$ cat src/rtl/div_sequencer_if.sv
// Request/response handshake between execute issue and writeback for the divider.
interface div_sequencer_if #(
   parameter int unsigned XLEN = 32
);
   logic            req_valid;
   logic            req_ready;
   logic [1:0]      req_op;
   logic [XLEN-1:0] req_rs1;
   logic [XLEN-1:0] req_rs2;
   logic [4:0]      req_rd;
   logic            flush;
   logic            resp_valid;
   logic            resp_ready;
   logic [XLEN-1:0] resp_data;
   logic [4:0]      resp_rd;

   modport master (
      output req_valid, req_op, req_rs1, req_rs2, req_rd, flush, resp_ready,
      input  req_ready, resp_valid, resp_data, resp_rd
   );

   modport slave (
      input  req_valid, req_op, req_rs1, req_rs2, req_rd, flush, resp_ready,
      output req_ready, resp_valid, resp_data, resp_rd
   );
endinterface

$ cat src/rtl/div_sequencer.sv
// Execute-stage controller for the shared 33-bit signed iterative divider.
module div_sequencer #(
   parameter int unsigned XLEN     = 32,
   parameter bit          REUSE_EN = 1'b1
) (
   input  logic            clk,
   input  logic            rst_n,
   div_sequencer_if.slave  bus,
   output logic            busy,
   output logic [XLEN:0]   div_s1,
   output logic [XLEN:0]   div_s2,
   output logic            div_start,
   input  logic [XLEN:0]   div_quotient,
   input  logic [XLEN:0]   div_remainder,
   input  logic            div_ready
);
   localparam int unsigned DW = XLEN + 1;

   typedef enum logic [2:0] {IDLE, START, WAIT, RESP, DRAIN} state_t;

   state_t          state, state_next;
   logic            resp_valid;
   logic [XLEN-1:0] resp_data, data_next;
   logic [4:0]      resp_rd, rd_next;
   logic [DW-1:0]   s1_next, s2_next;
   logic [1:0]      op_q, op_next;
   logic            cache_upd;

   logic            cache_valid;
   logic [XLEN-1:0] cache_rs1, cache_rs2, cache_quo, cache_rem;
   logic            cache_uns;

   logic            accept, hit;
   logic [DW-1:0]   ext1, ext2;
   logic            unused_msb;

   // The divider's top result bit never reaches a 32-bit result.
   assign unused_msb = ^{div_quotient[XLEN], div_remainder[XLEN]};

   assign bus.req_ready  = (state == IDLE) && !bus.flush;
   assign bus.resp_valid = resp_valid;
   assign bus.resp_data  = resp_data;
   assign bus.resp_rd    = resp_rd;

   assign accept = bus.req_valid && bus.req_ready;
   // Sign-extend for DIV/REM, zero-extend for the unsigned forms.
   assign ext1   = {~bus.req_op[0] & bus.req_rs1[XLEN-1], bus.req_rs1};
   assign ext2   = {~bus.req_op[0] & bus.req_rs2[XLEN-1], bus.req_rs2};
   assign hit    = REUSE_EN && cache_valid && (cache_rs1 == bus.req_rs1) &&
                   (cache_rs2 == bus.req_rs2) && (cache_uns == bus.req_op[0]);

   // Next-state and next register values.
   always_comb begin
      state_next = state;
      data_next  = resp_data;
      rd_next    = resp_rd;
      s1_next    = div_s1;
      s2_next    = div_s2;
      op_next    = op_q;
      cache_upd  = 1'b0;
      case (state)
         IDLE: begin
            if (accept) begin
               rd_next = bus.req_rd;
               op_next = bus.req_op;
               if (bus.req_rs2 == '0) begin
                  data_next  = bus.req_op[1] ? bus.req_rs1 : '1;
                  state_next = RESP;
               end else if (hit) begin
                  data_next  = bus.req_op[1] ? cache_rem : cache_quo;
                  state_next = RESP;
               end else begin
                  s1_next    = ext1;
                  s2_next    = ext2;
                  state_next = START;
               end
            end
         end
         START: state_next = bus.flush ? DRAIN : WAIT;
         WAIT: begin
            if (bus.flush) begin
               state_next = DRAIN;
               if (div_ready) begin
                  cache_upd  = 1'b1;
                  state_next = IDLE;
               end
            end else if (div_ready) begin
               cache_upd  = 1'b1;
               data_next  = op_q[1] ? div_remainder[XLEN-1:0] : div_quotient[XLEN-1:0];
               state_next = RESP;
            end
         end
         DRAIN: begin
            if (div_ready) begin
               cache_upd  = 1'b1;
               state_next = IDLE;
            end
         end
         RESP: begin
            if (bus.flush || bus.resp_ready) state_next = IDLE;
         end
         default: state_next = IDLE;
      endcase
   end

   // State and registered outputs.
   always_ff @(posedge clk or negedge rst_n) begin
      if (!rst_n) begin
         state      <= IDLE;
         resp_valid <= 1'b0;
         resp_data  <= '0;
         resp_rd    <= '0;
         div_s1     <= '0;
         div_s2     <= '0;
         div_start  <= 1'b0;
         busy       <= 1'b0;
         op_q       <= '0;
      end else begin
         state      <= state_next;
         resp_valid <= (state_next == RESP);
         resp_data  <= data_next;
         resp_rd    <= rd_next;
         div_s1     <= s1_next;
         div_s2     <= s2_next;
         div_start  <= (state_next == START);
         busy       <= (state_next != IDLE);
         op_q       <= op_next;
      end
   end

   // Last-result cache, refilled by every completed divider run including drained ones.
   always_ff @(posedge clk or negedge rst_n) begin
      if (!rst_n) begin
         cache_valid <= 1'b0;
         cache_rs1   <= '0;
         cache_rs2   <= '0;
         cache_uns   <= 1'b0;
         cache_quo   <= '0;
         cache_rem   <= '0;
      end else if (cache_upd) begin
         cache_valid <= 1'b1;
         cache_rs1   <= div_s1[XLEN-1:0];
         cache_rs2   <= div_s2[XLEN-1:0];
         cache_uns   <= op_q[0];
         cache_quo   <= div_quotient[XLEN-1:0];
         cache_rem   <= div_remainder[XLEN-1:0];
      end
   end
endmodule

$ cat src/flat_wrapper.sv
// flat-port wrapper written by rule: the top's interface ports become plain ports
module div_sequencer_flat 
#(
   parameter int unsigned XLEN     = 32,
   parameter bit          REUSE_EN = 1'b1
)
  (clk, rst_n, busy, div_s1, div_s2, div_start, div_quotient, div_remainder, div_ready, bus_req_valid, bus_req_op, bus_req_rs1, bus_req_rs2, bus_req_rd, bus_flush, bus_resp_ready, bus_req_ready, bus_resp_valid, bus_resp_data, bus_resp_rd);
  div_sequencer_if #(.XLEN(XLEN)) bus_i ();
  input  logic clk;
  input  logic rst_n;
  output logic busy;
  output logic [XLEN:0] div_s1;
  output logic [XLEN:0] div_s2;
  output logic div_start;
  input  logic [XLEN:0] div_quotient;
  input  logic [XLEN:0] div_remainder;
  input  logic div_ready;
  input wire logic [$bits(bus_i.req_valid)-1:0] bus_req_valid;
  input wire logic [$bits(bus_i.req_op)-1:0] bus_req_op;
  input wire logic [$bits(bus_i.req_rs1)-1:0] bus_req_rs1;
  input wire logic [$bits(bus_i.req_rs2)-1:0] bus_req_rs2;
  input wire logic [$bits(bus_i.req_rd)-1:0] bus_req_rd;
  input wire logic [$bits(bus_i.flush)-1:0] bus_flush;
  input wire logic [$bits(bus_i.resp_ready)-1:0] bus_resp_ready;
  output wire logic [$bits(bus_i.req_ready)-1:0] bus_req_ready;
  output wire logic [$bits(bus_i.resp_valid)-1:0] bus_resp_valid;
  output wire logic [$bits(bus_i.resp_data)-1:0] bus_resp_data;
  output wire logic [$bits(bus_i.resp_rd)-1:0] bus_resp_rd;
  assign bus_i.req_valid = bus_req_valid;
  assign bus_i.req_op = bus_req_op;
  assign bus_i.req_rs1 = bus_req_rs1;
  assign bus_i.req_rs2 = bus_req_rs2;
  assign bus_i.req_rd = bus_req_rd;
  assign bus_i.flush = bus_flush;
  assign bus_i.resp_ready = bus_resp_ready;
  assign bus_req_ready = bus_i.req_ready;
  assign bus_resp_valid = bus_i.resp_valid;
  assign bus_resp_data = bus_i.resp_data;
  assign bus_resp_rd = bus_i.resp_rd;
  div_sequencer #(.XLEN(XLEN), .REUSE_EN(REUSE_EN)) u_core (.clk(clk), .rst_n(rst_n), .bus(bus_i), .busy(busy), .div_s1(div_s1), .div_s2(div_s2), .div_start(div_start), .div_quotient(div_quotient), .div_remainder(div_remainder), .div_ready(div_ready));
endmodule
$ cat config.mk
export PLATFORM = sky130hd
export DESIGN_NAME = div_sequencer_flat
export DESIGN_NICKNAME = d
export VERILOG_FILES = /design/src/rtl/div_sequencer_if.sv /design/src/rtl/div_sequencer.sv /design/src/flat_wrapper.sv
export SDC_FILE = /design/constraint.sdc
export NUM_CORES = 1
export LEC_CHECK = 0
export BUFFER_PORTS_ARGS = -buffer_cell sky130_fd_sc_hd__buf_2
export CORE_ASPECT_RATIO = 0.7
export CORE_UTILIZATION = 50
export DETAILED_ROUTE_END_ITERATION = 6
export GPL_TIMING_DRIVEN = 0
export PLACE_DENSITY = 0.86
export SLEW_MARGIN = 25
export SYNTH_ARGS = -nofsm -noshare
export SYNTH_HDL_FRONTEND = slang
export SYNTH_SLANG_ARGS = --single-unit
$ cat constraint.sdc
create_clock -name clk -period 5.93 [get_ports clk]
set_input_delay 0 -clock clk [delete_from_list [all_inputs] [get_ports clk]]
set_output_delay 0 -clock clk [all_outputs]
set_load 0.05 [all_outputs]
==> results.tsv, run 1 <==
metric	value	unit
status	finished, final reports clean	
nets	1404	
via_count	8888	
r2r-end	u_core.div_s2[14]$_DFFE_PN0P_	
crit_type	flip-flop to flip-flop	
worstSetupStartpointType	flip-flop	
root_buffer	clkbuf_16	
synthFlopType	dfrtp_1	
clk_path_buf_depth	3	
cts_setup_buffers	0	
routed_wl	34.9	mm
rsz0062_at_grt	false	
ir_drop	331	uV
synthMuxAreaShare	28.5	%
async_flop_share	100	%
synth_nets	988	
drc_errors	0	
synth-simple-area-share	4.26	%
synth_top_area_share	53.8	%
rows	45	
final_max_slew_viol_count	0	
clock_latency	0.52	ns
synth_fa_ha_area_share	0	%
yosys_warnings	0	
critPathMaxStageDelay	0.50	ns
dr.pass1.iters	5	
synth_seq_area_share	53.8	%
htree_levels	1	
drt-initial-drc-count	560	
worstMarginPinSlew	0.854	ns
die_w	181	um
worstPathArrival	3.57	ns
hold_violations	0	
slowest_stage	o21bai_1	
synth-seq-cells	241	
hold_path_class	input port to asynchronous set/reset pin	
cts.sinks	241	
synth_cell_types	40	
path_clk_slew	0.06	ns
yosysTopAreaCell	dfrtp_1	
gp_congestion	0.867	
dpl.hpwl	23.4	mm
drive_gt1_share	33.8	%
finalCritPeriodShare	53.7	%
p_leak	6.74	nW
synth_edf_count	0	
ctsResizeCount	0	
synth_top_family_by_area	multiplexers	
grt-ovfl-total	0	
ios	250	
end_kind	flip-flop	
fin_area	15100	um2
required	6.32	ns
synth_xor_area_share	3.98	%
path_max_fanout	10	
io_buffers	246	
place_area	12900	um2
tns	0	ns
reg2reg_depth	10	
setup_viol	0	
syn_to_final_growth	34.3	%
antenna_found_initial	1	
timing.fmax	0.314	GHz
avgViaCountPerCell	5.70	
wl_per_cell	22.4	um
layout_common_cells	buf_2, dfrtp_1, dlygate4sd3_1	
crit_chain	xnor2_1, nand4_1, nor4_1, nand4_1, o21bai_1, or2_1, buf_2, buf_6, buf_6, mux2_1	
p_per_area	537	nW/um2
numCtsBuffers	24	
synth_compound_area_share	6.99	%
final.min_clock_period	3.18	ns
r2r_start	u_core.cache_rs1[17]$_DFFE_PN0P_	
grt_pass1_wl	53.1	mm
grt_pass1_vias	9229	
drtAntennaViolNets	0	
initial_core_util	51.3	%
grt_usage	30.4	%
synthCells	845	
die-area	23000	um2
grt_max_degree	88	
syn_area	11200	um2
coreArea	21800	um2
synthTopCellsByArea	dfrtp_1, mux2_2, mux2_1, mux2i_1, xnor2_1	
r2r_slack	2.75	ns
slew_headroom	43.1	%
skew	0.0135	ns
cts_tree	done	
die_h	127	um
maxCapViolations	0	
final_common_cell	buf_2	
synth_area_per_cell	13.3	um2
[cell usage after synthesis (2+ instances only)]
master / instances
dfrtp_1: 241
mux2_2: 129
mux2_1: 98
mux2i_1: 64
xnor2_1: 45
a21oi_1: 34
o21bai_1: 33
clkbuf_1: 32
o31ai_1: 32
nand2_1: 25
nor2b_1: 17
nand4_1: 14
nor4_1: 13
buf_2: 8
inv_1: 8
xor2_1: 6
buf_1: 5
nand2b_1: 5
a2111o_1: 4
buf_6: 4
nor2_1: 4
buf_4: 3
nor3_1: 3
o21ai_0: 2
[repair_timing]
item                                   CTS  global route
endpoints found under the hold margin  314             0
hold buffers                           142             0
setup endpoints to repair                0             0
[cells by family (layout without fill, tap and decap cells)]
family                 count (synthesis)  in the layout
other                                  0              1
flip-flops                           241            241
AND/OR/NAND/NOR                       87             87
XOR/XNOR                              51             51
AO/OA/AOI/OAI                        114            114
multiplexers                         291            291
buffers and inverters                 61            491
[stage by stage]
stage / worst slack [ns] / utilization [%] / total power [mW] / cells / hold WS, ns
2_1_floorplan: 2.88 / - / 5.46 / 845 / -0.296
3_3_place_gp: 0.619 / 58.6 / 6.30 / 1373 / 0.192
3_5_place_dp: 2.87 / 58.9 / 6.44 / 1375 / 0.0210
4_1_cts: 2.82 / 68.9 / 8.04 / 1557 / 0.0732
5_1_grt: 2.63 / 69.0 / 8.45 / 1558 / 0.115
6_report: 2.75 / 69.0 / 8.08 / 1558 / 0.0786
[worst max-delay path: cells and delay by family (launching register included)]
kind	cells	cell delay, ns
AOI/OAI and AO/OA	1	0.50
DFF	1	0.38
buffers and inverters	3	0.52
and+or+nand+nor	4	0.93
xor gates and xnor gates	1	0.36
muxes	1	0.37
[flip-flops by register name (all words and copies together), names as in the netlist, 2 cells and up]
name and count:
u_core.cache_rem 32, u_core.bus.resp_data 32, u_core.div_s2 33, u_core.cache_quo 32, u_core.cache_rs1 32, u_core.state 3
u_core.cache_rs2 32, u_core.bus.resp_rd 5, u_core.op_q 2, u_core.div_s1 33
[worst max path at each step]
stage | startpoint | to | slack [ns]
2_1_floorplan | u_core.state[0]$_DFF_PN0_ | u_core.div_s2[10]$_DFFE_PN0P_ | 2.88
3_3_place_gp | rst_n | u_core.bus.resp_data[12]$_DFFE_PN0P_ | 0.62
3_5_place_dp | u_core.cache_rs1[17]$_DFFE_PN0P_ | u_core.div_s2[13]$_DFFE_PN0P_ | 2.87
4_1_cts | u_core.cache_rs1[17]$_DFFE_PN0P_ | u_core.div_s2[14]$_DFFE_PN0P_ | 2.82
5_1_grt | u_core.cache_rs1[17]$_DFFE_PN0P_ | u_core.div_s2[14]$_DFFE_PN0P_ | 2.63
6_report | u_core.cache_rs1[17]$_DFFE_PN0P_ | u_core.div_s2[14]$_DFFE_PN0P_ | 2.75
[cell type report]
type	instances	area (um2)
fill	1511	6780
sequential	241	6030
multi-input combinational	543	4910
timing repair buffer	390	2720
clock buffer	35	723
tap	282	353
buffer	52	246
clock inverter	5	50.0
inverter	9	33.8
antenna	1	2.50
[power breakdown]
part           internal [mW]  switching (mW)
clock network          0.882           0.631
logic                   1.33            2.27
registers               2.45           0.527
total                   4.66            3.43
[per-layer routing]
layer / share of wire [%] / wire length [um] / GRT usage, % / up-vias
met3: 7.6 / 2640 / 5.76 / 85
met4: 3.1 / 1090 / 9.42 / 0
met5: 0 / 0 / 0 / -
met1: 43 / 15000 / 41.5 / 4485
li1: - / - / - / 3898
met2: 46 / 16100 / 49.5 / 420
No activity file was read; power rests on OpenSTA's default activity.
==> run 2, diff against run 1 <==
==> constraint.sdc (replaced) <==
create_clock -name clk -period 3.04 [get_ports clk]
set_input_delay 0 -clock clk [delete_from_list [all_inputs] [get_ports clk]]
set_output_delay 0 -clock clk [all_outputs]
set_load 0.05 [all_outputs]
==> run 2 against run 1 <==
Non-clock buffer count is 1 lower. Via count is 0.92% higher. Sequential power is 96% higher. Cell count is 0.13% higher. Utilization is 0.25 points higher. Critical path depth stayed put. Worst hold slack worse by 0.017 ns. Register-to-register slack worse by 2.6 ns. Die area stayed put. Critical path type unchanged. Critical endpoint is now u_core.div_s2[2]$_DFFE_PN0P_.
==> results.tsv, run 2 (synthesis gave the netlist of run 1 again) <==
metric	value	unit	change
crit_chain	nor2b_1, a2111o_1, nor4_1, nand4_1, o21bai_2, or2_1, buf_2, buf_6, buf_6, mux2_1		
maxCapViolations	0		unchanged
coreArea	21800	um2	unchanged
final_max_slew_viol_count	0		unchanged
die-area	23000	um2	unchanged
critPathMaxStageDelay	0.41	ns	-0.09 ns
path_delay_family	simple AND/OR/NAND/NOR gates		
path_max_fanout	10		unchanged
die_w	181	um	unchanged
required	3.43	ns	-2.89 ns
r2r-end	u_core.div_s2[2]$_DFFE_PN0P_		
dpl.hpwl	23.5	mm	+0.58%
nets	1403		-0.071%
antenna_found_initial	1		unchanged
end_kind	flip-flop		
drive_gt1_share	34.6	%	+0.81 points
numCtsBuffers	24		unchanged
root_buffer	clkbuf_16		
routed_wl	35.6	mm	+2.0%
cts.sinks	241		unchanged
via_count	8970		+0.92%
syn_to_final_growth	34.8	%	
r2r_start	u_core.cache_rs2[7]$_DFFE_PN0P_		
htree_levels	1		unchanged
finalCritPeriodShare	95.2	%	+41 points
drc_errors	0		unchanged
place_area	12900	um2	about the same
io_buffers	246		unchanged
skew	0.0145	ns	+0.000957 ns
r2r_slack	0.15	ns	-2.60 ns
rows	45		unchanged
slowest_stage	nor4_1		
cp_num_buf_inv	3		unchanged
status	finished, final reports clean		
rsz0062_at_grt	false		
wl_per_cell	22.8	um	+1.9%
slew_headroom	41.2	%	-1.9 points
reg_top3	u_core.div_s1 x33, u_core.div_s2 x33		
p_per_area	1050	nW/um2	+96%
drt-initial-drc-count	663		+18%
ios	250		unchanged
final.min_clock_period	2.89	ns	-0.291 ns
die_h	127	um	unchanged
worstSetupStartpointType	flip-flop		
grt_pass1_wl	53.8	mm	+1.5%
p_leak	6.78	nW	+0.49%
grt-ovfl-total	0		unchanged
avgViaCountPerCell	5.75		+0.79%
worstMarginPinSlew	0.883	ns	+0.0290 ns
fin_area	15100	um2	+0.37%
grt_pass1_vias	9440		+2.3%
drtAntennaViolNets	0		unchanged
crit_type	flip-flop to flip-flop		
initial_core_util	51.3	%	unchanged
grt_usage	30.8	%	+0.45 points
setup_viol	0		unchanged
dr.pass1.iters	5		unchanged
final_common_cell	buf_2		
worstPathArrival	3.29	ns	-0.28 ns
hold_path_class	input port to asynchronous set/reset pin		
path_clk_slew	0.06	ns	about the same
cts_tree	done		
crit_top_cell	buf_6		
gp_congestion	0.875		+0.92%
reg2reg_depth	10		unchanged
grt_max_degree	93		+5.7%
timing.fmax	0.346	GHz	+10%
tns	0	ns	unchanged
ir_drop	647	uV	+95%
hold_violations	0		unchanged
clock_latency	0.52	ns	about the same
clk_path_buf_depth	3		unchanged
layout_common_cells	buf_2, dfrtp_1, dlygate4sd3_1		
run 2: changes by cell type in the layout (fill, tap and decap cells not counted), moves of 2 or more:
cell | before | now
buf_1 | 5 | 3
clkbuf_1 | 36 | 34
clkbuf_2 | 0 | 4
clkbuf_8 | 6 | 8
xnor2_1 | 45 | 43
xnor2_2 | 0 | 2
run 2: final cells by class:
cell class	instances	area, um2
multi-input combinational	543	4940
sequential	241	6030
buffer	52	251
inverter	9	33.8
timing repair buffer	389	2710
fill	1476	6730
clock inverter	7	73.8
tap	282	353
antenna	1	2.50
clock buffer	36	726
run 2: worst max-delay path by stage:
stage / start / end / slack [ns] / cells after the start
2_1_floorplan: u_core.state[0]$_DFF_PN0_ / u_core.div_s2[10]$_DFFE_PN0P_ / 0.39 / 8
3_3_place_gp: rst_n / u_core.bus.resp_data[11]$_DFFE_PN0P_ / -2.25 / 1
3_5_place_dp: u_core.cache_rs1[17]$_DFFE_PN0P_ / u_core.div_s1[25]$_DFFE_PN0P_ / 0.09 / 10
4_1_cts: u_core.cache_rs1[17]$_DFFE_PN0P_ / u_core.div_s2[10]$_DFFE_PN0P_ / 0.08 / 10
5_1_grt: u_core.cache_rs2[7]$_DFFE_PN0P_ / u_core.div_s1[22]$_DFFE_PN0P_ / 0.01 / 10
6_report: u_core.cache_rs2[7]$_DFFE_PN0P_ / u_core.div_s2[2]$_DFFE_PN0P_ / 0.15 / 10
run 2: metal layers:
| metal | wire length [um] | up-vias | global-route usage (%) |
|---|---|---|---|
| met5 | 0 | - | 0 |
| met4 | 1180 | 0 | 10.2 |
| met3 | 2600 | 86 | 6.24 |
| met2 | 16600 | 452 | 50.6 |
| met1 | 15200 | 4524 | 41.2 |
| li1 | - | 3908 | - |
run 2: what timing repair did:
item,in CTS,in global routing
hold buffers,141,0
gates resized for setup,0,10
buffers inserted,0,0
endpoints found under the hold margin,328,0
endpoints found under the setup margin,0,66
run 2: power breakdown:
part	switching [mW]	internal, mW
Sequential	1.05	4.78
Clock	1.27	1.74
Combinational	4.47	2.60
Total	6.80	9.11
run 2: per-stage QoR:
step                std cells  power [mW]  setup WS (ns)  hold WS, ns  utilization (%)
floorplan                 845        10.7          0.389       -0.296                -
CTS                      1559        15.7         0.0752       0.0680             69.1
global route             1560        16.6         0.0124        0.118             69.2
global placement         1373        12.3          -2.25        0.193             58.6
finish                   1560        15.9          0.147       0.0617             69.2
detailed placement       1375        12.6         0.0922       0.0251             58.9
==> run 3, diff against run 2 <==
--- a/config.mk
+++ b/config.mk
@@ -7,10 +7,10 @@
 export LEC_CHECK = 0
 export BUFFER_PORTS_ARGS = -buffer_cell sky130_fd_sc_hd__buf_2
 export CORE_ASPECT_RATIO = 0.7
-export CORE_UTILIZATION = 50
+export CORE_UTILIZATION = 55
 export DETAILED_ROUTE_END_ITERATION = 6
 export GPL_TIMING_DRIVEN = 0
-export PLACE_DENSITY = 0.86
+export PLACE_DENSITY = 0.92
 export SLEW_MARGIN = 25
 export SYNTH_ARGS = -nofsm -noshare
 export SYNTH_HDL_FRONTEND = slang
==> run 3 against run 2 <==
First-iteration DRC count up 14%. Worst setup slack worse by 0.040 ns. Clock skew up 0.015 ns. Routed wire length up 1.6%. Sequential cell count unchanged. Critical path depth unchanged. Register-to-register slack worse by 0.04 ns. Non-clock buffer count up 1. Global-route usage up 4.0 points. Utilization up 6.4 points. Die area down 9.0%. Critical path type unchanged.
==> results.tsv, run 3 (synthesis gave the netlist of run 1 again) <==
metric	value	unit	change
status	finished, final reports clean		
routed_wl	36.1	mm	+1.6%
grt_pass1_vias	9653		+2.3%
layout_common_cells	buf_2, dfrtp_1, dlygate4sd3_1		
critical_path.startpoint	u_core.cache_rs1[10]$_DFFE_PN0P_		
slew_headroom	42.1	%	+0.94 points
path_max_fanout	10		unchanged
die_h	121	um	-4.6%
ir_drop	736	uV	+14%
ios	250		unchanged
grt-ovfl-total	0		unchanged
syn_to_final_growth	34.2	%	
grt_pass1_wl	55.2	mm	+2.6%
die-area	21000	um2	-9.0%
coreArea	19900	um2	-8.9%
place_area	12900	um2	-0.12%
gp_congestion	0.903		+3.3%
r2r_start	u_core.cache_rs1[10]$_DFFE_PN0P_		
setup_viol	0		unchanged
hold_violations	0		unchanged
htree_levels	1		unchanged
fin_area	15100	um2	-0.40%
rows	43		-4.4%
wl_per_cell	23.4	um	+2.4%
r2r_slack	0.11	ns	-0.04 ns
p_leak	6.75	nW	-0.45%
via_count	9111		+1.6%
die_w	173	um	-4.6%
path_clk_slew	0.06	ns	about the same
antenna_found_initial	2		+1
cts_setup_buffers	0		unchanged
clk_path_buf_depth	3		unchanged
reg_top3	u_core.div_s1 x33, u_core.div_s2 x33		
drive_gt1_share	33.9	%	-0.73 points
skew	0.0297	ns	+0.0152 ns
cts_tree	done		
final_max_slew_viol_count	0		unchanged
nets	1403		unchanged
maxCapViolations	0		unchanged
worstPathArrival	3.31	ns	+0.02 ns
timing.hold.ws	0.0245	ns	-0.0372 ns
drt-initial-drc-count	755		+14%
drc_errors	0		unchanged
r2r-end	u_core.div_s2[17]$_DFFE_PN0P_		
required	3.42	ns	about the same
cts.sinks	241		unchanged
worstMarginPinSlew	0.868	ns	-0.0142 ns
crit_end	u_core.div_s2[17]$_DFFE_PN0P_		
timing.fmax	0.341	GHz	-1.4%
hold_path_class	input port to asynchronous set/reset pin		
crit_type	flip-flop to flip-flop		
worstSetupStartpointType	flip-flop		
grt_max_degree	92		-1.1%
rsz0062_at_grt	false		
reg2reg_depth	10		unchanged
slowest_stage	dfrtp_1		
avgViaCountPerCell	5.89		+2.4%
final.min_clock_period	2.93	ns	+0.0398 ns
clock_latency	0.52	ns	about the same
p_per_area	1060	nW/um2	+0.34%
root_buffer	clkbuf_16		
grt_usage	34.8	%	+4.0 points
end_kind	flip-flop		
io_buffers	246		unchanged
final_common_cell	buf_2		
finalCritPeriodShare	96.5	%	+1.3 points
drtAntennaViolNets	0		unchanged
crit_chain	xnor2_1, o221ai_1, nor4_1, nand4_1, o21bai_2, or2_1, buf_2, buf_6, buf_6, mux2_1		
final_util	75.6	%	+6.4 points
crit_top_cell	buf_6		
initial_core_util	56.3	%	+5.0 points
fillers	1214		-18%
dr.pass1.iters	7		+2
dpl.hpwl	23.2	mm	-1.2%
critPathMaxStageDelay	0.38	ns	-0.03 ns
numCtsBuffers	23		-4.2%
[run 3: timing repair]
action | CTS | global route
endpoints found under the hold margin | 414 | 0
hold buffers | 142 | 0
resized for setup | 0 | 5
setup endpoints to repair | 0 | 95
[run 3: power breakdown]
group | switching (mW) | total (mW) | internal, mW
sequential | 1.07 | 5.85 | 4.78
combinational | 4.50 | 7.10 | 2.59
clock | 1.24 | 2.95 | 1.71
total | 6.81 | 15.9 | 9.08
[run 3: how the worst min path moves through the flow]
stage / to / slack [ns] / depth (start not counted)
final: u_core.div_s2[7]$_DFFE_PN0P_ / 0.02 / 2
after global routing: u_core.div_s2[6]$_DFFE_PN0P_ / 0.08 / 2
after CTS: u_core.cache_rs2[7]$_DFFE_PN0P_ / 0.05 / 2
after detailed placement: u_core.div_s2[7]$_DFFE_PN0P_ / -0.004 / 1
after global placement: u_core.bus.resp_rd[1]$_DFFE_PN0P_ / 0.19 / 3
after floorplan: u_core.bus.resp_data[0]$_DFFE_PN0P_ / -0.30 / 0
[run 3: per-stage QoR]
step,worst slack [ns],instances,total power [mW],setup TNS (ns)
CTS,0.0112,1545,15.7,0
global placement,-2.19,1361,12.2,-522.86
floorplan,0.389,845,10.7,0
global route,0.00397,1547,16.5,0
finish,0.107,1547,15.9,0
detailed placement,0.0693,1363,12.6,0
[run 3: layout make-up]
type | count | area (um2) | area share [%]
inverter | 9 | 33.8 | 0.224
buffer | 52 | 249 | 1.65
multi-input combinational | 543 | 4930 | 32.7
clock inverter | 4 | 73.8 | 0.490
timing repair buffer | 390 | 2720 | 18.0
clock buffer | 36 | 684 | 4.55
tap | 270 | 338 | 2.24
sequential | 241 | 6030 | 40.0
antenna | 2 | 5.00 | 0.0332
[run 3: critical path: cells and delay by family, from the launching register on]
kind                   cells  cell delay (ns)
buffers and inverters      3             0.50
multiplexers               1             0.34
AO/OA/AOI/OAI              2             0.54
AND/OR/NAND/NOR            3             0.67
XOR/XNOR                   1             0.37
flip-flops                 1             0.38
[run 3: metal layers]
| metal | routed length (um) | up-vias | GRT usage [%] |
|---|---|---|---|
| met5 | 0 | - | 0 |
| met2 | 17100 | 539 | 58.1 |
| met4 | 1620 | 0 | 14.9 |
| met3 | 2820 | 123 | 5.61 |
| met1 | 14600 | 4566 | 45.5 |
| li1 | - | 3883 | - |
